<file path="src/rtl/tail_bits_sequencer.sv">
// Turbo-encoder output stage: registers xk/zk/zk' lanes through a valid/ready
// slot, then appends the 12 LTE trellis-termination bits over ceil(4/LANES) beats.
module tail_bits_sequencer #(
  parameter int LANES = 8,
  parameter int NB_W  = $clog2(LANES + 1)
) (
  input  logic             clock,
  input  logic             reset,
  input  logic             in_valid,
  output logic             in_ready,
  input  logic             in_last,
  input  logic [LANES-1:0] xk_in,
  input  logic [LANES-1:0] zk_in,
  input  logic [LANES-1:0] zk_prime_in,
  input  logic             q0,
  input  logic             q1,
  input  logic             q2,
  input  logic             q0_prime,
  input  logic             q1_prime,
  input  logic             q2_prime,
  output logic             out_valid,
  input  logic             out_ready,
  output logic [LANES-1:0] xk_out,
  output logic [LANES-1:0] zk_out,
  output logic [LANES-1:0] zk_prime_out,
  output logic             out_tail,
  output logic             out_last,
  output logic [NB_W-1:0]  out_nbits
);

  localparam int         T         = (4 + LANES - 1) / LANES;
  localparam logic [2:0] LAST_BEAT = 3'(T - 1);

  typedef enum logic [1:0] {PASS, CAPTURE, TAIL} state_t;

  state_t     state;
  logic [3:0] tail_x, tail_z, tail_zp;
  logic [2:0] beat_cnt;
  logic       load_ok;
  logic [3:0] cap_x, cap_z, cap_zp;

  // Lane i of tail beat b carries tail index b*LANES+i; indices past 3 are zero.
  function automatic logic [LANES-1:0] tail_slice(input logic [3:0] bits,
                                                   input logic [2:0] beat);
    logic [LANES-1:0] s;
    logic [3:0]       sh;
    int               idx;
    s = '0;
    for (int i = 0; i < LANES; i++) begin
      idx = int'(beat) * LANES + i;
      sh  = bits >> idx;
      if (idx < 4) s[i] = sh[0];
    end
    return s;
  endfunction

  function automatic logic [NB_W-1:0] tail_nbits(input logic [2:0] beat);
    int rem;
    rem = 4 - int'(beat) * LANES;
    if (rem > LANES) rem = LANES;
    return NB_W'(rem);
  endfunction

  assign load_ok  = !out_valid || out_ready;
  assign in_ready = (state == PASS) && load_ok;

  // Bit k of each vector is tail index k of that stream.
  assign cap_x  = {q1_prime, q1_prime ^ q2_prime, q1, q1 ^ q2};
  assign cap_z  = {q0_prime, q0_prime ^ q2_prime, q0, q0 ^ q2};
  assign cap_zp = {q0_prime, q0_prime ^ q1_prime, q0, q0 ^ q1};

  // Output register stage (_p0): data beat or tail beat, held under backpressure
  always_ff @(posedge clock or posedge reset) begin
    if (reset) begin
      state        <= PASS;
      out_valid    <= 1'b0;
      xk_out       <= '0;
      zk_out       <= '0;
      zk_prime_out <= '0;
      out_tail     <= 1'b0;
      out_last     <= 1'b0;
      out_nbits    <= '0;
      tail_x       <= '0;
      tail_z       <= '0;
      tail_zp      <= '0;
      beat_cnt     <= '0;
    end else begin
      if (out_valid && out_ready) out_valid <= 1'b0;
      case (state)
        PASS: begin
          if (in_valid && load_ok) begin
            out_valid    <= 1'b1;
            xk_out       <= xk_in;
            zk_out       <= zk_in;
            zk_prime_out <= zk_prime_in;
            out_tail     <= 1'b0;
            out_last     <= 1'b0;
            out_nbits    <= NB_W'(LANES);
            if (in_last) state <= CAPTURE;
          end
        end
        CAPTURE: begin
          // Encoder is stalled here, so q is sampled exactly at the load edge.
          if (load_ok) begin
            tail_x       <= cap_x;
            tail_z       <= cap_z;
            tail_zp      <= cap_zp;
            out_valid    <= 1'b1;
            xk_out       <= tail_slice(cap_x, 3'd0);
            zk_out       <= tail_slice(cap_z, 3'd0);
            zk_prime_out <= tail_slice(cap_zp, 3'd0);
            out_tail     <= 1'b1;
            out_last     <= (T == 1);
            out_nbits    <= tail_nbits(3'd0);
            if (T == 1) begin
              state <= PASS;
            end else begin
              state    <= TAIL;
              beat_cnt <= 3'd1;
            end
          end
        end
        TAIL: begin
          if (load_ok) begin
            out_valid    <= 1'b1;
            xk_out       <= tail_slice(tail_x, beat_cnt);
            zk_out       <= tail_slice(tail_z, beat_cnt);
            zk_prime_out <= tail_slice(tail_zp, beat_cnt);
            out_tail     <= 1'b1;
            out_last     <= (beat_cnt == LAST_BEAT);
            out_nbits    <= tail_nbits(beat_cnt);
            if (beat_cnt == LAST_BEAT) begin
              state    <= PASS;
              beat_cnt <= '0;
            end else begin
              beat_cnt <= beat_cnt + 3'd1;
            end
          end
        end
        default: state <= PASS;
      endcase
    end
  end

endmodule
</file>
<file path="config.mk">
export PLATFORM = sky130hd
export DESIGN_NAME = tail_bits_sequencer
export DESIGN_NICKNAME = d
export VERILOG_FILES = /design/src/rtl/tail_bits_sequencer.sv
export SDC_FILE = /design/constraint.sdc
export NUM_CORES = 1
export LEC_CHECK = 0
export CELL_PAD_IN_SITES_DETAIL_PLACEMENT = 1
export CELL_PAD_IN_SITES_GLOBAL_PLACEMENT = 2
export CORE_MARGIN = 5
export CORE_UTILIZATION = 25
export DETAILED_ROUTE_END_ITERATION = 10
export HOLD_SLACK_MARGIN = 0.05
export MAX_ROUTING_LAYER = met4
export PLACE_DENSITY_LB_ADDON = 0.25
export SYNTH_ARGS = -nofsm -noshare
export SYNTH_HDL_FRONTEND = slang
export SYNTH_SLANG_ARGS = --single-unit
export TNS_END_PERCENT = 20
</file>
<file path="constraint.sdc">
create_clock -name clock -period 2.1 [get_ports clock]
set_input_delay 0.42 -clock clock [delete_from_list [all_inputs] [get_ports clock]]
set_output_delay 0.42 -clock clock [all_outputs]
set_load 0.005 [all_outputs]
</file>
Word level (Yosys, flattened, before mapping)
Index checks and enable logic that the tools add are counted.
{"block": "totals", "regBits": 48}
{"block": "op_classes", "bitwise": 6, "shift": 24, "order_cmp": 9, "addsub": 9, "n_eq_ne": 8, "n_reduce_logical": 15, "n_mux": 57}
{"op": ">> shifter 4 x 32 -> 1 bit", "n": 14}
{"op": "two-way mux 8 bit", "n": 9}
{"op": "case mux 8 bit (3 select lines)", "n": 3}
{"op": "< comparator 7 x 3 -> 1 bit (second input constant)", "n": 7}
{"op": ">> shifter 4 x 7 -> 1 bit", "n": 7}
{"op": "two-way mux 1 bit", "n": 30}
{"op": "adder 6 x 3 -> 7 bit (second input constant)", "n": 4}
{"op": ">> shifter 4 x 6 -> 1 bit", "n": 3}
{"op": "two-way mux 4 bit", "n": 4}
{"op": "adder 6 x 2 -> 7 bit (second input constant)", "n": 2}
{"op": "case mux 4 bit (3 select lines)", "n": 1}
{"op": "two-way mux 2 bit", "n": 5}
{"op": "!= test 2 bit (second input constant)", "n": 4}
{"op": "adder 6 x 1 -> 7 bit (second input constant)", "n": 1}
{"op": "> comparator 7 x 5 -> 1 bit (second input constant)", "n": 1}
{"op": "subtractor 3 x 6 -> 7 bit (first input constant)", "n": 1}
{"op": "< comparator 6 x 3 -> 1 bit (second input constant)", "n": 1}
{"op": "case mux 2 bit (3 select lines)", "n": 1}
{"op": "XOR 1 bit", "n": 6}
{"op": "AND reduction 5 bit", "n": 1}
{"op": "!= test 2 x 1 -> 1 bit (second input constant)", "n": 2}
{"op": "case mux 1 bit (2 select lines)", "n": 2}
{"op": "AND reduction 2 bit", "n": 2}
{"op": "AND reduction 4 bit", "n": 1}
{"op": "other kinds (14)", "n": 16}

Depth between registers and ports, before layout
Gate-level depths: netlist of the first run.
{"block": "logic_depth", "word_depth": 5, "ltp_mapped": 5}

Worst setup path before layout of the first run
No wires, ideal clock.
{"block": "synth_timing", "path_kind": "input port to output port", "startpoint": "input port out_ready", "endpoint": "output port in_ready", "required_time_ps": 1680, "arrival_ps": 910, "path_slack_ps": 770, "path_stages": 3, "path_cell_list": "and2b_4 -> buf_2 -> nor2_1"}
{"block": "synth_between", "elab_chain_cells": 2}
{"item": "from (decl)", "line_no": "22", "source": "input logic out_ready,"}
{"item": "logical OR 1 bit", "line_no": "64", "source": "assign load_ok = !out_valid || out_ready;"}
{"item": "logical AND 1 bit", "line_no": "65", "source": "assign in_ready = (state == PASS) && load_ok;"}
{"item": "to (decl)", "line_no": "10", "source": "output logic in_ready,"}
Every way passes these cells.

Final worst setup path of the first run
Ends and elaborated chain as after synthesis.

==> impl_metrics.tcl, run 1 <==
set metrics [dict create \
    rsz0062_at_grt "false" \
    postSynthAreaPerCell_um2 12.0 \
    wl_met2_um 1870 \
    grt_overflow 0 \
    diodes 0 \
    hold-worst-slack_ns 0.497 \
    min_period_over_period_pct 87.2 \
    vias 1095 \
    crit_arrival_ns 1.41 \
    r2r_cells 4 \
    design_area_um2 2070 \
    finClkSkew_ns 0.00311 \
    antenna_found_initial 0 \
    vdd_drop_max_mv 0.419 \
    synthCells 110 \
    portBuffers 64 \
    clockBufferDepth 2 \
    p_per_area_nw_per_um2 798 \
    viasPerCell 4.51 \
    top_layer "met4" \
    first_pass_iters 4 \
    yosysSeqAreaShare_pct 53.1 \
    hold_path_class "input pin to asynchronous set/reset pin" \
    synth_ff_type "dfrtp_1" \
    grt_start_max_net_pins 29 \
    r2r_end "zk_prime_out[2]$_DFFE_PP0P_" \
    start_kind "input pin" \
    clk_latency_ns 0.27 \
    hpwlAfterDp_um 2990 \
    routabilityCongestion 0.691 \
    netlist_area_um2 1320 \
    multi_input_area_um2 532 \
    drive_gt1_share_pct 11.0 \
    end_kind "output pin" \
    drt_iter0_drc 32 \
    drt-met1-wl_um 1690 \
    fp-row-count 26 \
    track_usage_pct 11.9 \
    final_util_pct 40.6 \
    avgRoutedWirePerCell_um 15.7 \
    hold_violations 0 \
    layout_commonest_cell "clkdlybuf4s50_1" \
    cts_tree "built" \
    rr_startpoint "state[0]$_DFFE_PP0P_" \
    yosysTopAreaCellShare_pct 53.1 \
    synth_top_area_cell "dfrtp_1" \
    power.leakage_uw 0.000839 \
    ant_nets 0 \
    fmax_mhz 546 \
    die_h_um 82.7 \
    grt_pass1_wl_um 6150 \
    finalSetupViolations 0 \
    die_w_um 82.7 \
    worstSetupPathType "input pin to output pin" \
    finalNetCount 209 \
    ios 67 \
    numCtsBuffers 3 \
    synth_edf_count 0 \
    final_cell_mix "63 x clkdlybuf4s50_1, 28 x dfrtp_1, 13 x a22o_1, 11 x o21ai_0, 9 x a21oi_1" \
    clock-root-buffer "clkbuf_8" \
    ys_seq_elements 28 \
    synth_area_leaders "dfrtp_1 53%, a22o_1 8.6%, buf_4 4.5%" \
    yosysUniqueCellTypes 26 \
    clock_sink_count 28 \
    coreArea_um2 5110 \
    status "complete, no violations" \
    drcViolationCount 0 \
    start_util_pct 25.8 \
    drt-total-wl_um 3820 \
    maxCapViolCount 0 \
    htreeDepth 1 \
    cts.clk_slew.worst_paths_ns 0.10 \
    finalCriticalPeriod_ns 1.83 \
    fillers 569 \
    required_ns 1.68 \
    holdBufCountCts 0 \
    dpl-instance-area_um2 2000 \
    r2r_setup_slack_ns 0.66 \
    seqCellArea_um2 701 \
    synthesis.yosys.warnings 12 \
    die-area_um2 6830 \
    wl_met3_um 238 \
    cp_max_fo 2 \
    grt_pass1_vias 1229 \
    synthArstFlopShare_pct 100 \
    syn_to_final_growth_pct 57.0 \
    drv_slew 0 \
]
==> cell type report <==
class | count | area share [%]
tap | 70 | 4.23
sequential | 28 | 33.8
clock inverter | 1 | 1.45
multi-input combinational | 71 | 25.7
clock buffer | 3 | 1.99
inverter | 1 | 0.181
timing repair buffer | 69 | 32.7
==> metal layers <==
metal,up-vias,GRT usage (%)
li1,512,-
met1,544,15.6
met2,37,19.3
met3,2,2.28
met4,0,2.45
met5,-,-
==> sequential cells by signal, summed over array words and instances (netlist names) <==
name and flops:
zk_prime_out 8, out_nbits 2, zk_out 8, xk_out 8, out_valid 1, state 1
==> cell families after synthesis <==
group	share of synthesized area, %
AND/OR/NAND/NOR	8.91
AO/OA/AOI/OAI	18.8
flip-flops	53.1
buffers and inverters	6.92
multiplexers	8.06
XOR/XNOR	3.98
other	0.284
==> per-stage QoR <==
stage,TNS [ns],total power (uW),std cells,setup slack (ns)
after floorplan,0,920,111,0.770
after global placement,-0.0216,1230,239,-0.0216
after detailed placement,-0.0241,1250,239,-0.0241
after CTS,0,1680,243,0.246
after global routing,0,1750,243,0.203
final,0,1650,243,0.270
==> critical path: stages <==
cell and delay [ns]:
clkdlybuf4s50_1 0.47, and2b_4 0.19, nor2_1 0.08, dlygate4sd2_1 0.24
==> where the power goes <==
part / switching, uW / internal (uW)
combinational: 188 / 339
sequential: 60.0 / 639
clock: 173 / 255
==> cell usage after synthesis, types with 2 or more instances <==
master and number:
nor2_1 6, xnor2_1 6, mux2_2 4, o21ai_0 11, buf_4 8, dfrtp_1 28
a21oi_1 9, nand2_1 2, buf_6 2, nor2_4 2, mux2i_1 5, a22o_1 13
==> worst max-delay path by stage <==
| stage | start | to |
|---|---|---|
| floorplan | out_ready | in_ready |
| global route | out_ready | in_ready |
| global placement | out_ready | in_ready |
| detailed placement | out_ready | in_ready |
| CTS | out_ready | in_ready |
| finish | out_ready | in_ready |
==> timing repair <==
| item | CTS | global route |
|---|---|---|
| hold endpoints to repair | 0 | 0 |
| setup buffers | 0 | 0 |
| setup endpoints to repair | 1 | 0 |
| gates resized for setup | 1 | 0 |
No activity file was read; power rests on OpenSTA's default activity.
==> run 2: changes to the inputs <==
--- a/config.mk
+++ b/config.mk
@@ -9,6 +9,7 @@
 export CELL_PAD_IN_SITES_GLOBAL_PLACEMENT = 2
 export CORE_MARGIN = 5
 export CORE_UTILIZATION = 25
+export CTS_CLUSTER_SIZE = 8
 export DETAILED_ROUTE_END_ITERATION = 10
 export HOLD_SLACK_MARGIN = 0.05
 export MAX_ROUTING_LAYER = met4
==> results of run 2 <==
The final DEF is identical to that of run 1; final timing and power are the same.
==> run 3: changes to the inputs <==
--- a/config.mk
+++ b/config.mk
@@ -7,10 +7,10 @@
 export LEC_CHECK = 0
 export CELL_PAD_IN_SITES_DETAIL_PLACEMENT = 1
 export CELL_PAD_IN_SITES_GLOBAL_PLACEMENT = 2
-export CORE_MARGIN = 5
 export CORE_UTILIZATION = 25
 export CTS_CLUSTER_SIZE = 8
 export DETAILED_ROUTE_END_ITERATION = 10
+export GPL_TIMING_DRIVEN = 0
 export HOLD_SLACK_MARGIN = 0.05
 export MAX_ROUTING_LAYER = met4
 export PLACE_DENSITY_LB_ADDON = 0.25
==> constraint.sdc (replaced) <==
create_clock -name clock -period 2.1 [get_ports clock]
set_input_delay 0.42 -clock clock [delete_from_list [all_inputs] [get_ports clock]]
set_output_delay 0.42 -clock clock [all_outputs]
set_load 0.05 [all_outputs]
==> run 3 against run 2 <==
Effect of this change: via count decreased by 0.46%; worst hold slack got worse by 0.035 ns; register-to-register slack improved by 0.13 ns; final area increased by 0.42%; non-clock buffer count increased by 5; clock power decreased by 32%.
==> impl_metrics.tcl, run 3 (synthesized netlist as in run 1, its figures left out) <==
set metrics [dict create \
    hpwlAfterDp_um 2700 \
    routabilityCongestion 0.731 \
    drcViolationCount 0 \
    coreArea_um2 5110 \
    maxCapViolCount 0 \
    p_int_uw 1130 \
    first_pass_iters 3 \
    drt_iter0_drc 43 \
    crit_arrival_ns 1.63 \
    numCtsBuffers 3 \
    drive_gt1_share_pct 14.1 \
    power.leakage_uw 0.000853 \
    required_ns 1.68 \
    status "complete, no violations" \
    hold_violations 0 \
    start_util_pct 25.8 \
    cts_setup_buffers 0 \
    min_period_over_period_pct 97.4 \
    clockBufferDepth 2 \
    dp_cells 244 \
    track_usage_pct 14.0 \
    cts.clk_slew.worst_paths_ns 0.09 \
    p_seq_share_pct 36.2 \
    syn_to_final_growth_pct 57.6 \
    diodes 0 \
    clock_sink_count 28 \
    worstSetupPathType "input pin to output pin" \
    relSlewSlack_pct 27.5 \
    avgRoutedWirePerCell_um 14.5 \
    die_w_um 74.7 \
    dp_slack_ns -0.549 \
    dpl-instance-area_um2 2040 \
    r2r_cells 3 \
    viasPerCell 4.41 \
    fp-row-count 26 \
    hold-worst-slack_ns 0.462 \
    clock-root-buffer "clkbuf_8" \
    final_cell_mix "62 x clkdlybuf4s50_1, 28 x dfrtp_1, 13 x a22o_1, 11 x o21ai_0" \
    finClkSkew_ns 0.00262 \
    vias 1090 \
    clk_latency_ns 0.27 \
    whs_path_depth 2 \
    final_cell_count_no_fill 247 \
    cts_tree "built" \
    vdd_drop_max_mv 0.340 \
    cp_max_fo 10 \
    r2r_end "xk_out[0]$_DFFE_PP0P_" \
    ios 67 \
    fin_ws_ns 0.0546 \
    rsz0062_at_grt "false" \
    grt_pass1_vias 1175 \
    finalNetCount 214 \
    die_h_um 74.7 \
    antenna_found_initial 0 \
    htreeDepth 1 \
    layout_commonest_cell "clkdlybuf4s50_1" \
    cp-startpoint "out_ready" \
    finalCriticalPeriod_ns 2.05 \
    hp-start "in_valid" \
    grt_start_max_net_pins 29 \
    ant_nets 0 \
    grt_overflow 0 \
    p_comb_share_pct 48.6 \
    fillers 568 \
    switching_power_uw 804 \
    end_kind "output pin" \
    switching_share_pct 41.7 \
    largest_registers "xk_out x8, zk_out x8, zk_prime_out x8" \
    holdBufCountCts 0 \
    grt_pass1_wl_um 5650 \
    power_frac_clock_pct 15.2 \
    hold_path_class "input pin to flop" \
    finalSetupViolations 0 \
    start_kind "input pin" \
    r2r_setup_slack_ns 0.79 \
    tightest_slew_ns 1.09 \
    fmax_mhz 489 \
    design_area_um2 2080 \
    holdPathEnd "out_valid$_DFF_PP0_" \
    die-area_um2 5570 \
    drv_slew 0 \
    p_per_area_nw_per_um2 927 \
    rr_startpoint "out_valid$_DFF_PP0_" \
    portBuffers 63 \
    drt-total-wl_um 3590 \
]
run 3: cell count changes in the layout (fill, tap and decap cells not counted), sizes merged:
cell,delta
buf,+7
bufinv,-1
clkdlybuf4s50,-1
dlygate4sd2,-1
run 3: worst max-delay path by stage:
stage	depth (start not counted)	endpoint	slack (ns)
2_1_floorplan	3	in_ready	0.03
3_3_place_gp	5	in_ready	-0.53
3_5_place_dp	5	in_ready	-0.55
4_1_cts	5	in_ready	0.05
5_1_grt	5	in_ready	0.01
6_report	5	in_ready	0.05
run 3: timing repair:
action,4_1_cts,5_1_grt
setup endpoints to repair,1,0
endpoints found under the hold margin,0,0
resized for setup,6,0
run 3: final cells by class:
class | instances | area, um^2 | share of cell area [%]
sequential | 28 | 701 | 33.7
timing repair buffer | 63 | 628 | 30.2
multi-input combinational | 71 | 532 | 25.6
buffer | 11 | 87.6 | 4.21
tap | 70 | 87.6 | 4.21
clock buffer | 3 | 41.3 | 1.98
inverter | 1 | 3.75 | 0.180
run 3: routing by layer:
metal	track usage [%]	vias up	wire length, um
met3	3.75	2	253
met1	17.0	529	1610
met2	22.6	40	1700
met5	-	-	0
met4	4.40	0	23
li1	-	519	-
run 3: worst max-delay path: stages:
cell and delay [ns]:
clkdlybuf4s50_1 0.46, and2b_4 0.21, buf_2 0.18, nor2_1 0.13, buf_4 0.22
run 3: through the flow:
stage	total power (uW)	utilization, %	setup TNS, ns
global placement	1640	40.0	-0.532
global route	2020	40.7	0
floorplan	1310	-	0
finish	1930	40.7	0
CTS	1950	40.7	0
detailed placement	1650	40.0	-0.549
run 3: power groups by stage:
stage / combinational (uW) / sequential, uW / clock (uW)
after floorplan: 254 / 1050 / 0
after global placement: 936 / 703 / 0
after detailed placement: 948 / 706 / 0
after CTS: 950 / 700 / 303
after global routing: 986 / 711 / 321
final: 938 / 698 / 293
==> RTL edit 1, RTL diff (settings of run 2) <==
`LANES`: 8 -> 16.
--- a/src/rtl/tail_bits_sequencer.sv
+++ b/src/rtl/tail_bits_sequencer.sv
@@ -1,7 +1,7 @@
 // Turbo-encoder output stage: registers xk/zk/zk' lanes through a valid/ready
 // slot, then appends the 12 LTE trellis-termination bits over ceil(4/LANES) beats.
 module tail_bits_sequencer #(
-  parameter int LANES = 8,
+  parameter int LANES = 16,
   parameter int NB_W  = $clog2(LANES + 1)
 ) (
   input  logic             clock,
Ports: changed (7 resized); port bits go from 67 to 116. The function was not compared with the original's and may differ.
==> RTL edit 1 against run 2 <==
Power up 73%; routed wire length up 70%; clock power up 59%; sequential power up 83%; global-route usage up 0.37 points; combinational power up 70%; synthesized cell count up 53%; sequential share of layout area up 2.7 points; area after synthesis up 67%; setup slack worse by 0.21 ns; cell area up 72%; count of clock-buffer cells in the layout up 3; sequential cell count up 24; maximum frequency down 10%; largest cell class unchanged.
==> RTL edit 1: results (changes against run 2) <==
outcome: "complete, no violations"  # unchanged
fin_skew_ns: 0.006085  # was 0.003114 ns
clock_latency_ns: 0.30  # was 0.27 ns
switching_share: 0.2555  # was 0.2542
ff_latch_area_um2: 1301  # was 700.7 um^2
powerDensity_nw_per_um2: 803.5  # was 798.1 nW/um^2
synth-seq-area-share: 0.5906  # was 0.5308
place_inst: 381  # was 239
placed_cell_area_um2: 3453  # was 2002 um^2
dp_hpwl_um: 4704  # was 2986 um
route.vias.total: 1771  # was 1,095
ctsResizeCount: 0  # was 1
grt_max_degree: 42  # was 29
routabilityCongestion: 0.6808  # was 0.6905
initialDrtViolationCount: 34  # was 32
dp_slack_ns: 0.05743  # was -0.02410 ns
synth_top_cells_by_count: "dfrtp_1 (52), a22o_2 (23), a22o_1 (14)"  # was dfrtp_1 (28), a22o_1 (13), o21ai_0 (11)
fillers: 912  # was 569
use_met3: 0.04531  # was 0.02278
largest_registers: "xk_out: 16 flops, zk_out: 16 flops, zk_prime_out: 16 flops"  # was xk_out: 8 flops, zk_out: 8 flops, zk_prime_out: 8 flops
met3_length_um: 567  # was 238 um
drive_above_1_share: 0.1886  # was 0.1098
grt.total_usage: 0.1229  # was 0.1192
ys_types: 28  # was 26
htree_levels: 2  # was 1
portBuffers: 112  # was 64
ir_drop_uv: 252.9  # was 419.2 uV
seqPwrFrac: 0.448  # was 0.423
clockPowerShare: 0.238  # was 0.259
met2_usage: 0.1726  # was 0.1931
ys_warn_count: 36  # was 12
wl_per_cell_um: 16.69  # was 15.73 um
first_global_vias: 1981  # was 1,229
p_leak_nw: 1.496  # was 0.8392 nW
==> RTL edit 1: cell types whose count changed in the layout (fill, tap and decap cells not counted), moves of 2 or more <==
cell,change
buf_12,+3
a31oi_1,+4
nor2_1,+2
and3b_2,+2
a21oi_1,-3
a22o_2,+23
dfrtp_1,+24
nor2_4,-2
clkbuf_8,+2
clkdlybuf4s50_1,+49
nor2b_1,+2
==> RTL edit 1: critical path: stages <==
cell and delay, ns:
clkdlybuf4s50_1 0.55, nor2b_4 0.06, nor2_1 0.08, clkdlybuf4s50_1 0.51
==> RTL edit 1: layout make-up <==
| class | instances | area share |
|---|---|---|
| Clock buffer | 6 | 0.02038 |
| Clock inverter | 2 | 0.009838 |
| Inverter | 1 | 0.001054 |
| Multi-Input combinational cell | 99 | 0.2210 |
| Sequential cell | 52 | 0.3654 |
| Tap cell | 108 | 0.03795 |
| Timing Repair Buffer | 121 | 0.3443 |
==> RTL edit 1: cell families (layout without fill, tap and decap cells) <==
kind of cell / Yosys count / count (layout) / share of synthesized area
AOI/OAI and AO/OA: 61 / 61 / 0.2226
buffers and inverters: 19 / 130 / 0.05906
xor gates and xnor gates: 6 / 6 / 0.02385
muxes: 9 / 9 / 0.04372
DFF: 52 / 52 / 0.5906
other: 1 / 3 / 0.001702
and+or+nand+nor: 20 / 20 / 0.05849
==> RTL edit 1: path summary, 6_finish.rpt <==
check,cells past startpoint,slack (ns),start,to
worst min-delay path,2,0.41,reset,zk_out[8]
worst max register to register,5,0.56,state[0],zk_prime_out[2]
max in group asynchronous,3,1.15,reset,zk_prime_out[11]
worst min register to register,1,0.50,out_nbits[4],out_nbits[4]
worst max-delay path,4,0.06,out_ready,in_ready
min in group clock,1,0.50,out_nbits[4],out_nbits[4]
==> RTL edit 2, RTL diff (config.mk and constraints of run 2) <==
Without the edit above. The 3 states of `state_t` get a one-hot encoding in 3 bits.
--- a/src/rtl/tail_bits_sequencer.sv
+++ b/src/rtl/tail_bits_sequencer.sv
@@ -31,7 +31,7 @@
   localparam int         T         = (4 + LANES - 1) / LANES;
   localparam logic [2:0] LAST_BEAT = 3'(T - 1);
 
-  typedef enum logic [1:0] {PASS, CAPTURE, TAIL} state_t;
+  typedef enum logic [2:0] {PASS = 3'b001, CAPTURE = 3'b010, TAIL = 3'b100} state_t;
 
   state_t     state;
   logic [3:0] tail_x, tail_z, tail_zp;
Function: same outputs for any inputs over 10 cycles, from zero or initial values and one cycle with reset high; not proved beyond that.
==> RTL edit 2 against run 2 <==
Sequential cell count rose by 2; non-clock buffer count increased by 2; register-to-register slack worse by 0.32 ns; critical path depth grew 3; cell area rose by 16%; routed wire length increased by 13%; setup slack better by 0.069 ns; sequential share of layout area decreased by 2.5 points; area after synthesis up 21%; critical path type is now flip-flop to flip-flop; critical endpoint is now zk_prime_out[7].
Power is not compared: it rests on default switching activity, and its combinational part moved more than twofold at a synthesized area within 25%.
==> RTL edit 2: results (changes against run 2) <==
route.vias.total: 1307  # was 1,095
dp_hpwl_um: 3163  # was 2986 um
cp_top_family: "flip-flops"  # was buffers and inverters
synth_top_cells_by_count: "nand2_1 (35), dfrtp_1 (29), o21ai_2 (25)"  # was dfrtp_1 (28), a22o_1 (13), o21ai_0 (11)
hold_class: "flip-flop to flip-flop"  # was input pin to asynchronous set/reset pin
synth-main-ff-cell: "dfrtp_1"  # unchanged
clk_path_buf_depth: 2  # unchanged
ys_warn_count: 12  # unchanged
routabilityCongestion: 0.7546  # was 0.6905
drive_above_1_share: 0.1956  # was 0.1098
finalCriticalPeriod_ns: 1.762  # was 1.830 ns
initialDrtViolationCount: 8  # was 32
synth-seq-area-share: 0.4710  # was 0.5308
synth.area.top_cells: "dfrtp_1 (45%), o21ai_2 (14%), nand2_1 (8.2%)"  # was dfrtp_1 (53%), a22o_1 (8.6%), buf_4 (4.5%)
crit_fanout: 50  # was 2
clock_latency_ns: 0.28
arrival_ns: 1.97  # was 1.41 ns
syn_inst: 156  # was 110
ys_types: 25  # was 26
outcome: "complete, no violations"  # unchanged
cp-endpoint: "zk_prime_out[7]"  # was in_ready
wl_um: 4323  # was 3823 um
htree_levels: 2  # was 1
r2r_cells: 7  # was 4
portBuffers: 64  # unchanged
clk_pin_slew_ns: 0.07  # was 0.10 ns
crit_path_top_delay_cell: "dfstp_2"  # was clkdlybuf4s50_1
vias_per_cell: 4.328  # was 4.506
startpoint: "state[0]"  # was out_ready
fin_skew_ns: 0.004964  # was 0.003114 ns
r2r_slack_ns: 0.34  # was 0.66 ns
nNetsFinal: 262  # was 209
grt.total_usage: 0.1147  # was 0.1192
placed_cell_area_um2: 2302  # was 2002 um^2
async_reset_ff_frac: 1.000  # unchanged
place_inst: 293  # was 239
grt_first_pass_wirelength_um: 7479  # was 6154 um
numCtsBuffers: 5  # was 3
first_global_vias: 1437  # was 1,229
dp_slack_ns: 0.03955  # was -0.02410 ns
grt_max_degree: 51  # was 29
r2r-end: "zk_prime_out[7]"  # was zk_prime_out[2]
worst_path_largest_cell_delay_ns: 0.55  # was 0.47 ns
-- RTL edit 2: worst min path at each step --
stage	cells past startpoint	slack, ns	startpoint	to
floorplan	2	0.47	state[0]	state[0]
global placement	2	0.46	out_nbits[3]	out_nbits[3]
detailed placement	2	0.46	zk_out[2]	zk_out[2]
CTS	2	0.48	zk_out[2]	zk_out[2]
global route	2	0.50	zk_prime_out[5]	zk_prime_out[5]
finish	2	0.47	zk_out[0]	zk_out[0]
-- RTL edit 2: metal layers --
layer  vias up  global-route usage  wire [um]
li1        654                   -          -
met1       608              0.1439       1978
met2        41              0.1793       2076
met3         4             0.03673        232
met4         0             0.02978         34
met5         -                   -          0
-- RTL edit 2: layout make-up --
cell class	instances	area (um^2)
Tap cell	77	96.34
Timing Repair Buffer	71	708.2
Clock inverter	1	5.005
Sequential cell	30	752.0
Fill cell	720	3874
Clock buffer	7	86.33
Multi-Input combinational cell	111	737.0
Inverter	5	18.77
-- RTL edit 2: power breakdown --
group / switching [mW] / total [mW] / internal (mW)
Combinational: 0.653 / 1.51 / 0.859
Sequential: 0.162 / 1.02 / 0.854
Clock: 0.218 / 0.482 / 0.264
Total: 1.03 / 3.01 / 1.98
-- RTL edit 2: kinds of logic (layout without fill, tap and decap cells) --
group / count (synthesis) / after routing / share of synthesized area
simple gates: 55 / 55 / 0.1630
compound gates: 38 / 38 / 0.1928
flops: 30 / 30 / 0.4710
buf+inv: 16 / 84 / 0.06974
mux: 7 / 7 / 0.04467
xor+xnor: 6 / 6 / 0.03292
fa+ha+maj: 3 / 3 / 0.02351
other cells: 1 / 2 / 0.002349
-- RTL edit 2: what timing repair did --
item / in CTS / in global routing
setup buffers: 0 / 1
resized for setup: 0 / 1
setup endpoints to repair: 0 / 1
